--- config.mk ---
export PLATFORM = sky130hd
export DESIGN_NAME = frame_write_buffer
export DESIGN_NICKNAME = d
export VERILOG_FILES = /design/src/rtl/frame_write_buffer.sv
export SDC_FILE = /design/constraint.sdc
export NUM_CORES = 1
export LEC_CHECK = 0
export BUFFER_PORTS_ARGS = -buffer_cell sky130_fd_sc_hd__buf_4
export CORE_ASPECT_RATIO = 1.2
export CORE_MARGIN = 2
export CORE_UTILIZATION = 50
export CTS_CLUSTER_SIZE = 24
export DETAILED_ROUTE_END_ITERATION = 12
export PLACE_DENSITY_LB_ADDON = 0.15
export REMOVE_ABC_BUFFERS = 1
export SLEW_MARGIN = 20
export SYNTH_ARGS = -nofsm -noshare
export SYNTH_HDL_FRONTEND = slang
export SYNTH_SLANG_ARGS = --single-unit
--- constraint.sdc ---
create_clock -name iClk -period 4.1 [get_ports iClk]
set_input_delay 0.205 -clock iClk [delete_from_list [all_inputs] [get_ports iClk]]
set_output_delay 0.205 -clock iClk [all_outputs]
set_load 0.02 [all_outputs]
--- src/rtl/frame_write_buffer.sv ---
// ---------------------------------------------------------------------------
// frame_write_buffer
//
// Buffers pixel pairs from the display-select/arbiter stage in a small FIFO and
// hands them to the SDRAM controller as fixed-length bursts under a
// request/grant handshake. Frames alternate between two SDRAM buffers. The
// display reader is pointed at whichever buffer was finished most recently.
//
// Ports
//   iClk, iRst_n      clock; asynchronous active-low reset
//   iFval             sensor frame valid (rise opens a frame, fall closes it)
//   iWr1_data/iWr2_data/iWr_val
//                     incoming pixel pair and its valid strobe
//   oBurstReq/oBurstLen/iBurstGnt
//                     burst request, its length (1..BURST_LEN), one-cycle grant
//   oSdData/oSdAddr/oSdVal/iSdRdy
//                     word stream to the controller; a word moves on oSdVal&iSdRdy
//   oFrameDone        one-cycle pulse once a frame is completely written
//   oRdBuf            buffer index the display reader may use
//   oOverflow         sticky flag: at least one pair was dropped this frame
//   oDropCnt          dropped pairs this frame, saturating
// ---------------------------------------------------------------------------
module frame_write_buffer #(
   parameter int          DEPTH     = 16,
   parameter int          BURST_LEN = 8,
   parameter logic [22:0] BUF0_BASE = 23'h000000,
   parameter logic [22:0] BUF1_BASE = 23'h100000
) (
   input  logic        iClk,
   input  logic        iRst_n,
   input  logic        iFval,
   input  logic [15:0] iWr1_data,
   input  logic [15:0] iWr2_data,
   input  logic        iWr_val,
   output logic        oBurstReq,
   output logic [3:0]  oBurstLen,
   input  logic        iBurstGnt,
   output logic [31:0] oSdData,
   output logic [22:0] oSdAddr,
   output logic        oSdVal,
   input  logic        iSdRdy,
   output logic        oFrameDone,
   output logic        oRdBuf,
   output logic        oOverflow,
   output logic [15:0] oDropCnt
);

   localparam int              AW         = $clog2(DEPTH);
   localparam int              CW         = AW + 1;
   localparam logic [CW-1:0]   DEPTH_C    = CW'(DEPTH);
   localparam logic [CW-1:0]   BURST_C    = CW'(BURST_LEN);
   localparam logic [3:0]      BURST_LEN4 = 4'(BURST_LEN);

   typedef enum logic [2:0] {
      S_IDLE,
      S_ACTIVE,
      S_REQ,
      S_XFER,
      S_FLUSH,
      S_DONE
   } state_t;

   state_t          state_reg;
   logic            fval_reg;
   logic            fell_reg;       // iFval fell while a burst was in flight
   logic            wr_buf_reg;     // buffer currently being written
   logic [19:0]     index_reg;      // word index within the frame
   logic [3:0]      burst_rem_reg;  // words left in the current burst

   logic [31:0]     mem [DEPTH];
   logic [AW-1:0]   wr_ptr_reg;
   logic [AW-1:0]   rd_ptr_reg;
   logic [CW-1:0]   count_reg;

   logic            fval_rise;
   logic            fval_fall;
   logic            accepting;
   logic            fifo_full;
   logic            push;
   logic            pop;
   logic            drop;
   logic [22:0]     base_addr;
   logic [19:0]     index_next;
   logic [3:0]      flush_len;

   assign fval_rise  = iFval & ~fval_reg;
   assign fval_fall  = ~iFval & fval_reg;

   assign accepting  = (state_reg == S_ACTIVE) || (state_reg == S_REQ) ||
                       (state_reg == S_XFER);
   // Full is judged on the count at cycle start, so a same-cycle pop does not
   // make room for an incoming pair.
   assign fifo_full  = (count_reg == DEPTH_C);
   assign push       = iWr_val & accepting & ~fifo_full;
   assign drop       = iWr_val & ((accepting & fifo_full) ||
                                  (state_reg == S_FLUSH) || (state_reg == S_DONE));

   assign oSdVal     = (state_reg == S_XFER);
   assign pop        = oSdVal & iSdRdy;
   // Head word is presented straight from the array; forced to zero when idle
   // so nothing stale shows up on the bus.
   assign oSdData    = oSdVal ? mem[rd_ptr_reg] : 32'd0;

   assign base_addr  = wr_buf_reg ? BUF1_BASE : BUF0_BASE;
   assign index_next = index_reg + 20'd1;
   assign flush_len  = (count_reg >= BURST_C) ? BURST_LEN4 : 4'(count_reg);

   // FIFO storage: write-only port here, read side is the head index above.
   always_ff @(posedge iClk) begin
      if (push) begin
         mem[wr_ptr_reg] <= {iWr1_data, iWr2_data};
      end
   end

   // FIFO pointers and occupancy
   always_ff @(posedge iClk or negedge iRst_n) begin
      if (!iRst_n) begin
         wr_ptr_reg <= '0;
         rd_ptr_reg <= '0;
         count_reg  <= '0;
      end else begin
         if (push) wr_ptr_reg <= wr_ptr_reg + 1'b1;
         if (pop)  rd_ptr_reg <= rd_ptr_reg + 1'b1;
         case ({push, pop})
            2'b10:   count_reg <= count_reg + 1'b1;
            2'b01:   count_reg <= count_reg - 1'b1;
            default: count_reg <= count_reg;
         endcase
      end
   end

   // Frame / burst sequencer with registered outputs
   always_ff @(posedge iClk or negedge iRst_n) begin
      if (!iRst_n) begin
         state_reg     <= S_IDLE;
         fval_reg      <= 1'b0;
         fell_reg      <= 1'b0;
         wr_buf_reg    <= 1'b0;
         index_reg     <= '0;
         burst_rem_reg <= '0;
         oBurstReq     <= 1'b0;
         oBurstLen     <= '0;
         oSdAddr       <= '0;
         oFrameDone    <= 1'b0;
         oRdBuf        <= 1'b1;
         oOverflow     <= 1'b0;
         oDropCnt      <= '0;
      end else begin
         fval_reg   <= iFval;
         oFrameDone <= 1'b0;

         if (drop) begin
            oOverflow <= 1'b1;
            if (oDropCnt != 16'hFFFF) oDropCnt <= oDropCnt + 16'd1;
         end

         case (state_reg)
            S_IDLE: begin
               if (fval_rise) begin
                  state_reg <= S_ACTIVE;
                  index_reg <= '0;
                  oSdAddr   <= base_addr;
                  oOverflow <= 1'b0;
                  oDropCnt  <= '0;
                  fell_reg  <= 1'b0;
               end
            end

            S_ACTIVE: begin
               // End of frame wins over a pending full burst: FLUSH
               // drains it anyway.
               if (fval_fall) begin
                  state_reg <= S_FLUSH;
               end else if (count_reg >= BURST_C) begin
                  state_reg <= S_REQ;
                  oBurstReq <= 1'b1;
                  oBurstLen <= BURST_LEN4;
               end
            end

            S_REQ: begin
               if (fval_fall) fell_reg <= 1'b1;
               if (iBurstGnt) begin
                  state_reg     <= S_XFER;
                  oBurstReq     <= 1'b0;
                  burst_rem_reg <= oBurstLen;
               end
            end

            S_XFER: begin
               if (fval_fall) fell_reg <= 1'b1;
               if (pop) begin
                  index_reg     <= index_next;
                  oSdAddr       <= base_addr + 23'(index_next);
                  burst_rem_reg <= burst_rem_reg - 4'd1;
                  if (burst_rem_reg == 4'd1) begin
                     state_reg <= (fell_reg | fval_fall) ? S_FLUSH : S_ACTIVE;
                  end
               end
            end

            S_FLUSH: begin
               // Bursts launched from here must come back here.
               fell_reg <= 1'b1;
               if (count_reg == '0) begin
                  state_reg  <= S_DONE;
                  oFrameDone <= 1'b1;
               end else begin
                  state_reg <= S_REQ;
                  oBurstReq <= 1'b1;
                  oBurstLen <= flush_len;
               end
            end

            S_DONE: begin
               oRdBuf     <= wr_buf_reg;
               wr_buf_reg <= ~wr_buf_reg;
               state_reg  <= S_IDLE;
            end

            default: state_reg <= S_IDLE;
         endcase
      end
   end

endmodule

==> flow_results.org, run 1 <==
** Run status
- The flow ran to the end, and the final reports show no timing, DRC or antenna violations.

** Timing
- Crit share post-route :: 0.9255
- Hold violation total from the final report :: 0
- The clock period could shrink to 3.794 ns.
- Static timing analysis puts the maximum clock frequency at ~260 MHz.
- Worst hold-check slack :: 0.04198 ns
- In this run the tightest slew margin relative to its limit is 0.3215.
- Setup repair after global routing left no endpoint under its margin.
- The number of pins exceeding their max-slew limit in the final report was 0.
- Setup violations remaining at the end of the flow were counted as 0.
- For the pin with the worst max-slew slack, the measured transition is 1.015 ns.
- Between clock sinks in the finished design, the worst skew comes to 0.01419 ns.

** Synthesis
- In this run the cell area of the synthesized design comes to 0.02326 mm².
- Number of distinct library cells after synthesis :: 63
- During synthesis, Yosys emitted a total of 0 warnings.
- In this run, synthesis produced a sequential element count of 580.
- Post-Syn Instances :: 1315
- Count of flip-flops with a built-in enable after synthesis :: 512
- Cell type with the highest aggregate area in the netlist :: sky130_fd_sc_hd__edfxtp_1
- sky130_fd_sc_hd__edfxtp_1 is the most common cell in the netlist.
- Of the post-synthesis cell area, the dominant cell type holds 0.6609.
- Mapped Avg Cell Area :: roughly 18 µm²
- Share of flip-flops with an asynchronous set or reset after synthesis :: 0.1172
- By area the synthesized netlist is led by sky130_fd_sc_hd__edfxtp_1, sky130_fd_sc_hd__dfrtp_1, sky130_fd_sc_hd__mux4_2.
- Among all flip-flop cells after synthesis, the most frequent one is sky130_fd_sc_hd__edfxtp_1.
- Most numerous cell types in the synthesized netlist :: sky130_fd_sc_hd__edfxtp_1, sky130_fd_sc_hd__mux2i_1, sky130_fd_sc_hd__mux4_2
- Of the synthesized area, sequential elements account for 0.7341.

** Pwr
- PD cells :: 637.8 mW/mm²
- Switching Fraction :: 0.3121
- Across the VDD grid, the largest voltage drop is 0.4709 mV.
- For this design the static power due to leakage is around 9.5 nW.
- Internal power summed over all cells :: 11.98 mW
- Of the total power, the clock network draws 0.283.
- Power share of the sequential group :: 0.434
- For this design the total switching power over the nets is 5.436 mW.
- Combinational share of power :: 0.283

** Clocking
- Post CTS Setup Buffer Count :: 0
- For this design, the CTS-stage hold fixing added 35 buffers.
- Clock-pin slew was measured on the worst setup and hold paths at approximately 0.060 ns.
- TritonCTS clock tree :: yes
- The H-tree was split into 2 levels.
- The clock drives between 500 and 600 sinks.
- Number of buffers created by CTS :: between 50 and 60
- Post-cts sizing count :: 0
- Worst-case clock buffer depth :: 3
- Later-pin clock latency in the skew report :: 0.60 ns
- The root buffer cell chosen for the clock tree is sky130_fd_sc_hd__clkbuf_16.

** Finish
- Proportion of layout cells with a drive suffix above 1 :: 0.2274
- The count of cells in the finished layout, fillers not included, comes to 2152.
- After filler insertion, the fill cell instance count of the layout stands at 3434.
- Max reg flops :: about 510
- Net count, final :: roughly 1500
- At the end of the flow the core is filled with cells to 0.5944.
- Area grow syn2layout :: 17.39%

** Hold path
- Counting instances, the worst hold path has a depth of 4.
- Hold path startpoint :: iWr_val
- Worst min-delay path category :: input port to flop

** Setup path
- Cell-by-cell trace of the critical path :: nand2_1, or2_2, inv_1, nand2b_2, a221o_1, o22ai_1, buf_4
- Reg2Reg Depth :: 5
- Data on the critical path is required at its endpoint by 3.89 ns.
- The largest single stage delay on the critical path is 0.64 ns.
- Crit path from :: state_reg[0]$_DFFE_PN0P_
- Sort of element at the start of the critical path :: flop
- Critical path peak fanout :: 23
- Worst path slowest cell :: sky130_fd_sc_hd__dfrtp_1
- In this run the number of cells on the critical path is 7.
- The critical path is of the flop to output port type.
- Together, buffers and inverters on the worst path number 2.
- The worst register-to-register path begins at state_reg[0]$_DFFE_PN0P_.
- Sort of element at the end of the critical path :: output port
- The worst register-to-register path has a setup slack of 0.61 ns.
- CP Data Arrival Time :: 3.59 ns
- The kind of cell with the highest combined delay along the critical path is simple AND/OR/NAND/NOR gates.

** Floorplan
- In this run the count of I/O pins placed on the die edge is 118.
- Standard cell core area :: 0.04595 mm²
- The die is 200.9 µm wide.
- Overall die area :: between 0.04 and 0.05 mm²
- Cell row count :: 86
- For this configuration, the core starts out at a cell density of 0.5063.
- From bottom edge to top edge, the die measures 240.3 µm.

** Global routing
- The first global-routing pass estimated 79.25 mm of wire.
- Global-route usage over all layers :: 0.2192
- The number of antenna violations at the first check in global routing came to 1.
- Residual overflow from global routing :: 0
- Vias in the first global route :: 12920
- Maximum number of pins on one net before global-route repair :: 69

** Routing
- For this block, the initial DRC count from the detailed router was roughly 900.
- After detailed routing, the number of remaining DRC violations is 0.
- Across all layers, the routed design uses 12510 vias.
- Antenna Nets Post-Route :: 0
- In the routed layout, each cell is associated on average with a via count of 5.813.
- For this run, the detailed router's first-pass iteration total came to 5.
- Dividing the detail-routed wire length by the instance count gives 24.16 µm.
- For this block, the routed nets add up to 51.99 mm of wire.

** Place
- Counting tap cells, the placed design contains a total of between 2000 and 2500 instances.
- Buffers placed on the I/O ports in this run total 115.
- Global placement routability congestion :: 0.7467
- DP Wirelength :: 30.07 mm

** Flow run
- Max-Cap Viols :: 0
[kinds of logic after synthesis]
logic type,after synthesis,synth area share
xor+xnor,28,0.01054
buf+inv,91,0.01646
simple gates,201,0.04571
fa+ha+maj,13,0.006992
compound gates,179,0.05265
other cells,1,0.0001612
flops,580,0.7341
mux,222,0.1334
[worst paths after layout]
kind	end
worst max-delay path	oSdData[17]
worst min-delay path	oDropCnt[12]$_DFF_PN0_
worst max register to register	mem[15][26]$_DFFE_PP_
worst min register to register	rd_ptr_reg[3]$_DFFE_PN0N_
max in group asynchronous	rd_ptr_reg[1]$_DFFE_PN0N_
min in group asynchronous	burst_rem_reg[1]$_DFFE_PN0P_
[power by group through the flow]
stage	sequential (mW)	combinational, mW	clock (mW)
final	7.57	4.93	4.92
after global routing	7.64	5.30	5.25
after CTS	7.58	5.00	5.03
after detailed placement	7.70	4.95	0
after global placement	7.68	4.92	0
after floorplan	7.90	2.85	0
[cells in the final DEF, fill, tap and decap left out, types with 35 or more instances in the layout]
cell,n
sky130_fd_sc_hd__mux4_2,70
sky130_fd_sc_hd__mux2i_1,147
sky130_fd_sc_hd__clkbuf_16,56
sky130_fd_sc_hd__a21oi_1,42
sky130_fd_sc_hd__nand3_1,42
sky130_fd_sc_hd__dlygate4sd3_1,35
sky130_fd_sc_hd__o21ai_0,44
sky130_fd_sc_hd__buf_4,142
sky130_fd_sc_hd__dfrtp_1,64
sky130_fd_sc_hd__edfxtp_1,512
[worst reg2reg max path: stages (launching register included)]
cell	delay, ns
sky130_fd_sc_hd__dfrtp_1	0.64
sky130_fd_sc_hd__nor2_1	0.26
sky130_fd_sc_hd__nor4b_2	0.91
sky130_fd_sc_hd__nand2_1	0.47
sky130_fd_sc_hd__nor2_4	0.63
sky130_fd_sc_hd__buf_12	0.27
[through the flow]
stage               area (µm²)  TNS, ns  setup slack [ns]  total power, mW
CTS                      27310        0            0.2662            17.61
finish                   27310        0            0.3056            17.42
floorplan                22950  -150.09            -3.823            10.74
detailed placement       25220        0            0.6180            12.65
global route             27310        0           0.07173            18.19
global placement         25220        0            0.7149            12.60
[metal layers]
layer / routed length [µm] / GRT usage / vias up
li1: - / - / 5605
met3: 3040 / 0.03809 / 69
met5: 0 / 0 / -
met4: 1033 / 0.05634 / 0
met2: 25940 / 0.3709 / 380
met1: 21980 / 0.2972 / 6456
[final cells by class]
class                      instances  area, µm²  share of cell area
antenna                            1      2.502          0.00009163
clock buffer                      70       1474             0.05397
clock inverter                    31      267.8            0.009804
inverter                          18      67.56            0.002474
multi-input combinational        645       5943              0.2176
sequential                       580      17090              0.6257
tap                              616      770.7             0.02822
timing repair buffer             191       1697             0.06212
No activity file was read; power rests on OpenSTA's default activity.
==> run 2, diff against run 1 <==
--- a/config.mk
+++ b/config.mk
@@ -7,5 +7,4 @@
 export LEC_CHECK = 0
 export BUFFER_PORTS_ARGS = -buffer_cell sky130_fd_sc_hd__buf_4
-export CORE_ASPECT_RATIO = 1.2
 export CORE_MARGIN = 2
 export CORE_UTILIZATION = 50
==> constraint.sdc (replaced) <==
create_clock -name iClk -period 4.1 [get_ports iClk]
set_input_delay 1.23 -clock iClk [delete_from_list [all_inputs] [get_ports iClk]]
set_output_delay 1.23 -clock iClk [all_outputs]
set_load 0.02 [all_outputs]
==> flow_results.org, run 2 (synthesized netlist as in run 1, its figures left out) <==
** Run status
- The run finished with clean final reports.

** Floorplan
- Cell row count :: 79
- Starting density of the core :: 0.5029
- Measured along the x axis, the die boundary spans around 220 µm.
- After floorplanning, the core was sized to cover roughly 0.046 mm².
- The die covers 0.04827 mm².
- Chip Height :: 219.7 µm
- In this run the count of I/O pins placed on the die edge is ~120.

** Setup path
- Worst path slowest cell :: sky130_fd_sc_hd__dfrtp_4
- Along the worst path, the maximum fanout reaches 19.
- Reg-to-reg setup timing slack :: 1.22 ns
- Worst reg2reg path startpoint :: state_reg[1]$_DFFE_PN0P_
- The setup path with the least slack is of type flop to output port.
- Peak per-stage delay on the critical path :: slightly above 0.6 ns
- Counting cells, the worst reg-to-reg path comes to 13.
- Sort of element at the start of the critical path :: flop
- The cell that appears most often on the critical path is sky130_fd_sc_hd__buf_4.
- Traced cell by cell, the critical path runs through and2_1, buf_4, a221o_1, o22ai_1, buf_4.
- CP Data Arrival Time :: 2.71 ns
- Required @ worst endpoint :: 2.87 ns
- The worst register-to-register path ends at count_reg[4]$_DFFE_PN0P_.
- STA classifies the critical path endpoint as an output port.

** Finish
- Of the cells placed in the final design, the portion with a size suffix greater than 1 is 0.2472.
- The library cells used most frequently in the layout, excluding fill and tap cells, are sky130_fd_sc_hd__edfxtp_1, sky130_fd_sc_hd__buf_4, sky130_fd_sc_hd__mux2i_1.
- For this run, the post-layout net count is ~1500.
- The register with the most flip-flops in the layout has 512 of them.
- Ant. Diodes :: 0
- Leading cell type in the layout, fill and taps excluded :: sky130_fd_sc_hd__edfxtp_1
- Leaving out filler cells and counting taps, the final layout contains between 2000 and 2500.
- Share of the core filled with cells :: 0.5874
- Area grow syn2layout :: 16.79%

** Timing
- The number of failing hold endpoints at the final stage was 0.
- Worst slew margin relative to its limit :: 0.4093
- Setup Total Neg Slack :: 0 ns
- Worst-Margin Slew :: 0.8861 ns
- The tightest hold path in the finished design has a slack of around 0.5 ns.
- The number of pins exceeding their max-slew limit in the final report came to 0.
- Clock tree skew after final layout :: 0.02524 ns
- For this run, the top clock speed supported by timing is 253.6 MHz.
- After layout, the minimum clock period comes to 3.944 ns.
- Setup repair after global routing missed its margin :: no
- Crit share post-route :: 0.9620
- Number of setup violations in the final report :: 0

** Place
- Global placement routability congestion :: 0.7550
- Input/output buffers :: 115
- Once placement completed, the tool counted placed cells totaling 2025.
- Detailed placement finished with a half-perimeter wire length of 29.33 mm.

** Global routing
- For met1 alone, demand over resource in global routing was 0.3054.
- Global-route usage over all layers :: 0.2198
- The number of global-route vias before repair was 12700.
- Maximum number of pins on one net before global-route repair :: 69
- Initial antenna violation count :: 0
- Global Route met3 Usage :: 0.04030
- Residual overflow from global routing :: 0
- For met2 alone, demand over resource in global routing was 0.3639.
- First-pass GRT wire length :: around 78 mm
- Layer with the highest usage :: met2

** Hold path
- The min-delay analysis places its worst path in the category flop to flop.
- In this run the most critical hold path is launched from wr_buf_reg$_DFFE_PN0N_.
- For hold timing, the worst endpoint is wr_buf_reg$_DFFE_PN0N_.
- Counting instances, the worst hold path has a depth of 1.

** Clocking
- Reg clk slew, reported paths :: 0.06 ns
- In this run, post-CTS hold repair placed 0 buffers.
- The tree is rooted in a sky130_fd_sc_hd__clkbuf_16.
- At the later pin of the worst-skew pair, clock insertion delay measures 0.63 ns.
- Worst-case clock buffer depth :: 3
- Number of sinks on the clock net :: just under 600
- Number of buffers created by CTS :: 58
- In this run the number of H-tree levels came out at 2.
- TritonCTS clock tree :: yes

** Routing
- WL per Instance :: 24.31 µm
- In the routed layout, each cell is associated on average with a via count of 5.849.
- Total wire length :: a little over 50 mm
- Pre-Repair DR Iteration Count :: 5
- Vias after detailed routing :: 12490
- The detailed router finished its first iteration with about 1000 violations.
- Once detail routing completed, the nets flagged for antenna violations numbered 0.
- DRC violation count after routing :: 0

** Pwr
- Worst-case vdd ir drop :: roughly 0.58 mV
- The analysis attributes to cell leakage a power of between 9 and 10 nW.
- Total power :: about 18 mW
- In this run the power density over the cells is 655.3 mW/mm².

** Flow run
- Max-Cap Viols :: 0
==> run 2: layout make-up <==
class                   count  area [µm²]
flip-flops and latches    580       17090
inverters                  18       67.56
well taps                 607       759.5
clock buffers              74        1521
multi-input cells         645        5936
fillers                  3534       19090
clock inverters            33       351.6
repair buffers            179        1446
==> run 2: worst max path at each step <==
stage	startpoint	end	cells past startpoint
global route	rd_ptr_reg[1]$_DFFE_PN0N_	oSdData[6]	5
detailed placement	rd_ptr_reg[0]$_DFFE_PN0N_	oSdData[28]	6
floorplan	rd_ptr_reg[0]$_DFFE_PN0N_	oSdData[10]	3
global placement	rd_ptr_reg[0]$_DFFE_PN0N_	oSdData[28]	6
CTS	rd_ptr_reg[1]$_DFFE_PN0N_	oSdData[9]	7
finish	rd_ptr_reg[1]$_DFFE_PN0N_	oSdData[6]	5
==> run 2: per-stage QoR <==
stage / area (µm²) / setup slack [ns]
after floorplan: 22950 / -4.848
after global placement: 25250 / 0.5679
after detailed placement: 25250 / 0.6122
after CTS: 27160 / 0.08148
after global routing: 27170 / 0.01534
final: 27170 / 0.1560
==> run 2: routing by layer <==
layer	vias up	wire, µm
li1	5592	-
met1	6461	22240
met2	370	25610
met3	71	3188
met4	0	881
met5	-	0
==> run 2: worst max-delay path, delay by kind of cell, from the launching register on <==
family	cells	cell delay, ns
flip-flops	1	0.62
AO/OA/AOI/OAI	2	0.62
AND/OR/NAND/NOR	1	0.35
buffers and inverters	2	0.48
==> run 2: timing repair <==
item	4_1_cts	5_1_grt
pin swaps	1	0
endpoints found under the setup margin	3	5
setup buffers	4	0
gates resized for setup	0	3
==> run 2: power breakdown <==
part	total [mW]	internal [mW]	switching [mW]	leakage, nW
logic	5.23	2.25	2.98	3.14
registers	7.37	7.04	0.336	5.50
clock network	5.21	3.01	2.20	0.929
==> run 3, diff against run 2 <==
ABC_AREA = 1   (was unset)
==> flow_results.org, run 3 <==
** Synthesis
- Mapped Avg Cell Area :: 11.78 µm²
- sky130_fd_sc_hd__edfxtp_1 takes more of the synthesized area than any other cell.
- Cell with the most instances after synthesis :: sky130_fd_sc_hd__edfxtp_1
- In this run, synthesis produced a sequential element count of 580.
- For this run, the register share of the synthesized area comes to 0.7053.
- Count of synthesis-stage warnings from yosys :: 0
- Post-Syn Instances :: slightly above 2000
- Ranked by instance count, the synthesized netlist is headed by sky130_fd_sc_hd__edfxtp_1, sky130_fd_sc_hd__nor2_1, sky130_fd_sc_hd__o21ai_0.
- The mapped netlist covers approximately 0.024 mm².
- Share of flip-flops with an asynchronous set or reset after synthesis :: 0.1172
- Counting distinct cell types in the post-synthesis netlist gives 38.
- Count of flip-flops with a built-in enable after synthesis :: slightly above 500
- Among all flip-flop cells after synthesis, the most frequent one is sky130_fd_sc_hd__edfxtp_1.
- Top area cells in the synthesized netlist :: sky130_fd_sc_hd__edfxtp_1, sky130_fd_sc_hd__nor2_1, sky130_fd_sc_hd__dfrtp_1
- Share of the synthesized area in the top cell type :: 0.6350

** Clocking
- TritonCTS built the clock tree.
- In this run, post-CTS hold repair placed 0 buffers.
- Reg clk slew, reported paths :: approximately 0.060 ns
- The clock net in this run drives a total of 580 sinks.
- Number of levels the H-tree was split into :: 2
- Worst-case clock buffer depth :: 3
- Clock tree root driver cell :: sky130_fd_sc_hd__clkbuf_16
- Number of buffers created by CTS :: between 50 and 60
- At the later pin of the worst-skew pair, clock insertion delay measures ~0.63 ns.

** Place
- Input and output buffers added on the ports amount to about 120.
- Post-placement worst setup slack :: between 0.6 and 0.7 ns
- DP Wirelength :: roughly 32 mm
- In this run, placement finished with an instance count of 2720.
- Global placement routability congestion :: 0.8391

** Pwr
- Summing internal, switching and leakage power gives 18.83 mW.
- In this run the power density over the cells is 673.4 mW/mm².
- P_leak :: roughly 9.8 nW
- The worst-case IR drop observed on VDD is 0.4216 mV.

** Floorplan
- For this configuration, the core starts out at a cell density of 0.5071.
- The die covers about 0.050 mm².
- Standard cell core area :: 0.04775 mm²
- Boundary pin count :: 118
- Cell row count :: 80
- Die width :: between 200 and 250 µm
- Measured along the y axis, the die boundary spans roughly 220 µm.

** Timing
- Worst-Margin Slew :: 1.056 ns
- On the final layout, the worst clock skew is between 0.015 and 0.02 ns.
- The number of failing hold endpoints at the final stage was 0.
- Setup repair after global routing left no endpoint under its margin.
- The number of pins exceeding their max-slew limit in the final report was 0.
- Setup WS post-layout :: 0.04961 ns
- Final worst path period need :: around 4 ns
- Number of setup violations in the final report :: 0
- Worst slew margin relative to its limit :: 0.2960
- Setup Total Neg Slack :: 0 ns
- Highest clock rate :: 246.9 MHz
- Crit share post-route :: 0.9879

** Routing
- The detailed router finished its first iteration with 1803 violations.
- Antenna Nets Post-Route :: 0
- WL per Instance :: 21.33 µm
- Pre-Repair DR Iteration Count :: 5
- Detail-routed via count per cell :: between 5 and 6
- Summing over every cut layer, the via total after detailed routing is 16400.
- For this run, design rule violations remaining after detail routing come to 0.
- Total wire length :: ~60 mm

** Setup path
- For the worst setup path, the data required time is 2.87 ns.
- Critical path peak fanout :: 54
- Worst path slowest cell :: sky130_fd_sc_hd__dfrtp_4
- Peak per-stage delay on the critical path :: around 0.62 ns
- STA classifies the critical path endpoint as an output port.
- CP Data Arrival Time :: about 2.8 ns
- Cell-by-cell trace of the critical path :: inv_6, buf_12, nor2_1, o211ai_1, nand3_1, a21oi_1, buf_4
- Sort of element at the start of the critical path :: flop
- Kind of critical path :: flop to output port

** Finish
- For this run, the share of the core covered by cells in the final layout is 0.5857.
- Counting the fill cells in the layout gives 3841.
- The register with the most flip-flops in the layout has 512 of them.
- Non-filler cells, final :: roughly 2800
- Of the cells placed in the final design, the portion with a size suffix greater than 1 is 0.1287.
- Leading cell type in the layout, fill and taps excluded :: sky130_fd_sc_hd__edfxtp_1
- Area grow syn2layout :: 15.51%
- The final layout contains 2218 nets.
- In the layout the commonest cells are sky130_fd_sc_hd__edfxtp_1, sky130_fd_sc_hd__nor2_1, sky130_fd_sc_hd__o21ai_0.

** Global routing
- The number of antenna violations at the first check in global routing is 3.
- First-pass GRT wire length :: 92.05 mm
- Entering global routing, the biggest net connects 92 pins.
- The number of global-route vias before repair came to approximately 16000.
- Across every metal layer, demand over resource in global routing totals 0.2401.
- After global routing the overflow that remains totals 0.

** Hold path
- The path class of the tightest hold or removal check is flop to flop.

** Flow run
- Max-Cap Viols :: 0

** Run status
- The run finished with clean final reports.
run 3: cell count changes in the layout (fill, tap and decap cells not counted), sizes merged, moves of 70 or more:
cell	change
o211ai	+123
o21ai	+243
nor2	+427
mux2i	-147
mux4	-70
nand2	+141
run 3: path summary, 6_finish.rpt:
check,start,endpoint,slack (ns),depth (start not counted)
setup / recovery,rd_ptr_reg[0]$_DFFE_PN0N_,oSdData[26],0.05,7
hold / removal,oBurstReq$_DFFE_PN0P_,oBurstReq$_DFFE_PN0P_,0.47,2
setup reg to reg,state_reg[1]$_DFFE_PN0P_,count_reg[4]$_DFFE_PN0P_,0.95,16
hold reg to reg,oBurstReq$_DFFE_PN0P_,oBurstReq$_DFFE_PN0P_,0.47,2
max in group asynchronous,iRst_n,rd_ptr_reg[1]$_DFFE_PN0N_,2.71,1
min in group asynchronous,iRst_n,oDropCnt[9]$_DFF_PN0_,0.72,1
run 3: kinds of logic (layout without fill, tap and decap cells):
kind of cell / after synthesis / in the layout / synth area share
xor+xnor: 26 / 26 / 0.009405
compound gates: 483 / 483 / 0.1156
fa+ha+maj: 13 / 13 / 0.006718
other cells: 1 / 5 / 0.0001549
simple gates: 770 / 770 / 0.1278
buf+inv: 183 / 340 / 0.03504
flops: 580 / 580 / 0.7053
run 3: cell type report:
type	instances	area, µm²	share of cell area
antenna	3	7.507	0.0002684
clock buffer	72	1525	0.05454
clock inverter	35	315.3	0.01127
inverter	65	249.0	0.008903
multi-input combinational	1294	6412	0.2293
sequential	580	17090	0.6110
tap	615	769.5	0.02751
timing repair buffer	168	1600	0.05722
run 3: critical path: cells and delay by family (launching register included):
kind            cells  cell delay (ns)
buf+inv             3             0.79
compound gates      2             0.57
simple gates        2             0.20
flops               1             0.62
run 3: power breakdown:
group	leakage (nW)	switching [mW]	total, mW	internal, mW
logic	3.37	4.27	6.31	2.05
clock network	0.889	2.22	5.16	2.94
registers	5.49	0.352	7.36	7.00
run 3: metal layers:
| layer | vias up | part of all wire | wire length [µm] | track usage |
|---|---|---|---|---|
| met5 | - | 0 | 0 | 0 |
| met4 | 0 | 0.022 | 1321 | 0.07742 |
| met3 | 98 | 0.069 | 4163 | 0.03804 |
| met2 | 620 | 0.48 | 29030 | 0.3906 |
| met1 | 8072 | 0.43 | 25900 | 0.3333 |
| li1 | 7605 | - | - | - |
run 3: timing repair:
item / 4_1_cts / 5_1_grt
endpoints found under the setup margin: 0 / 22
gates resized for setup: 0 / 3
buffers inserted: 0 / 2
endpoints found under the hold margin: 0 / 0
run 3: metrics by stage:
stage / hold slack [ns] / area (µm²)
after global routing: 0.5055 / 27960
after CTS: 0.4771 / 27910
final: 0.4731 / 27970
after global placement: 0.4656 / 26070
after detailed placement: 0.4622 / 26070
after floorplan: 0.4632 / 23610
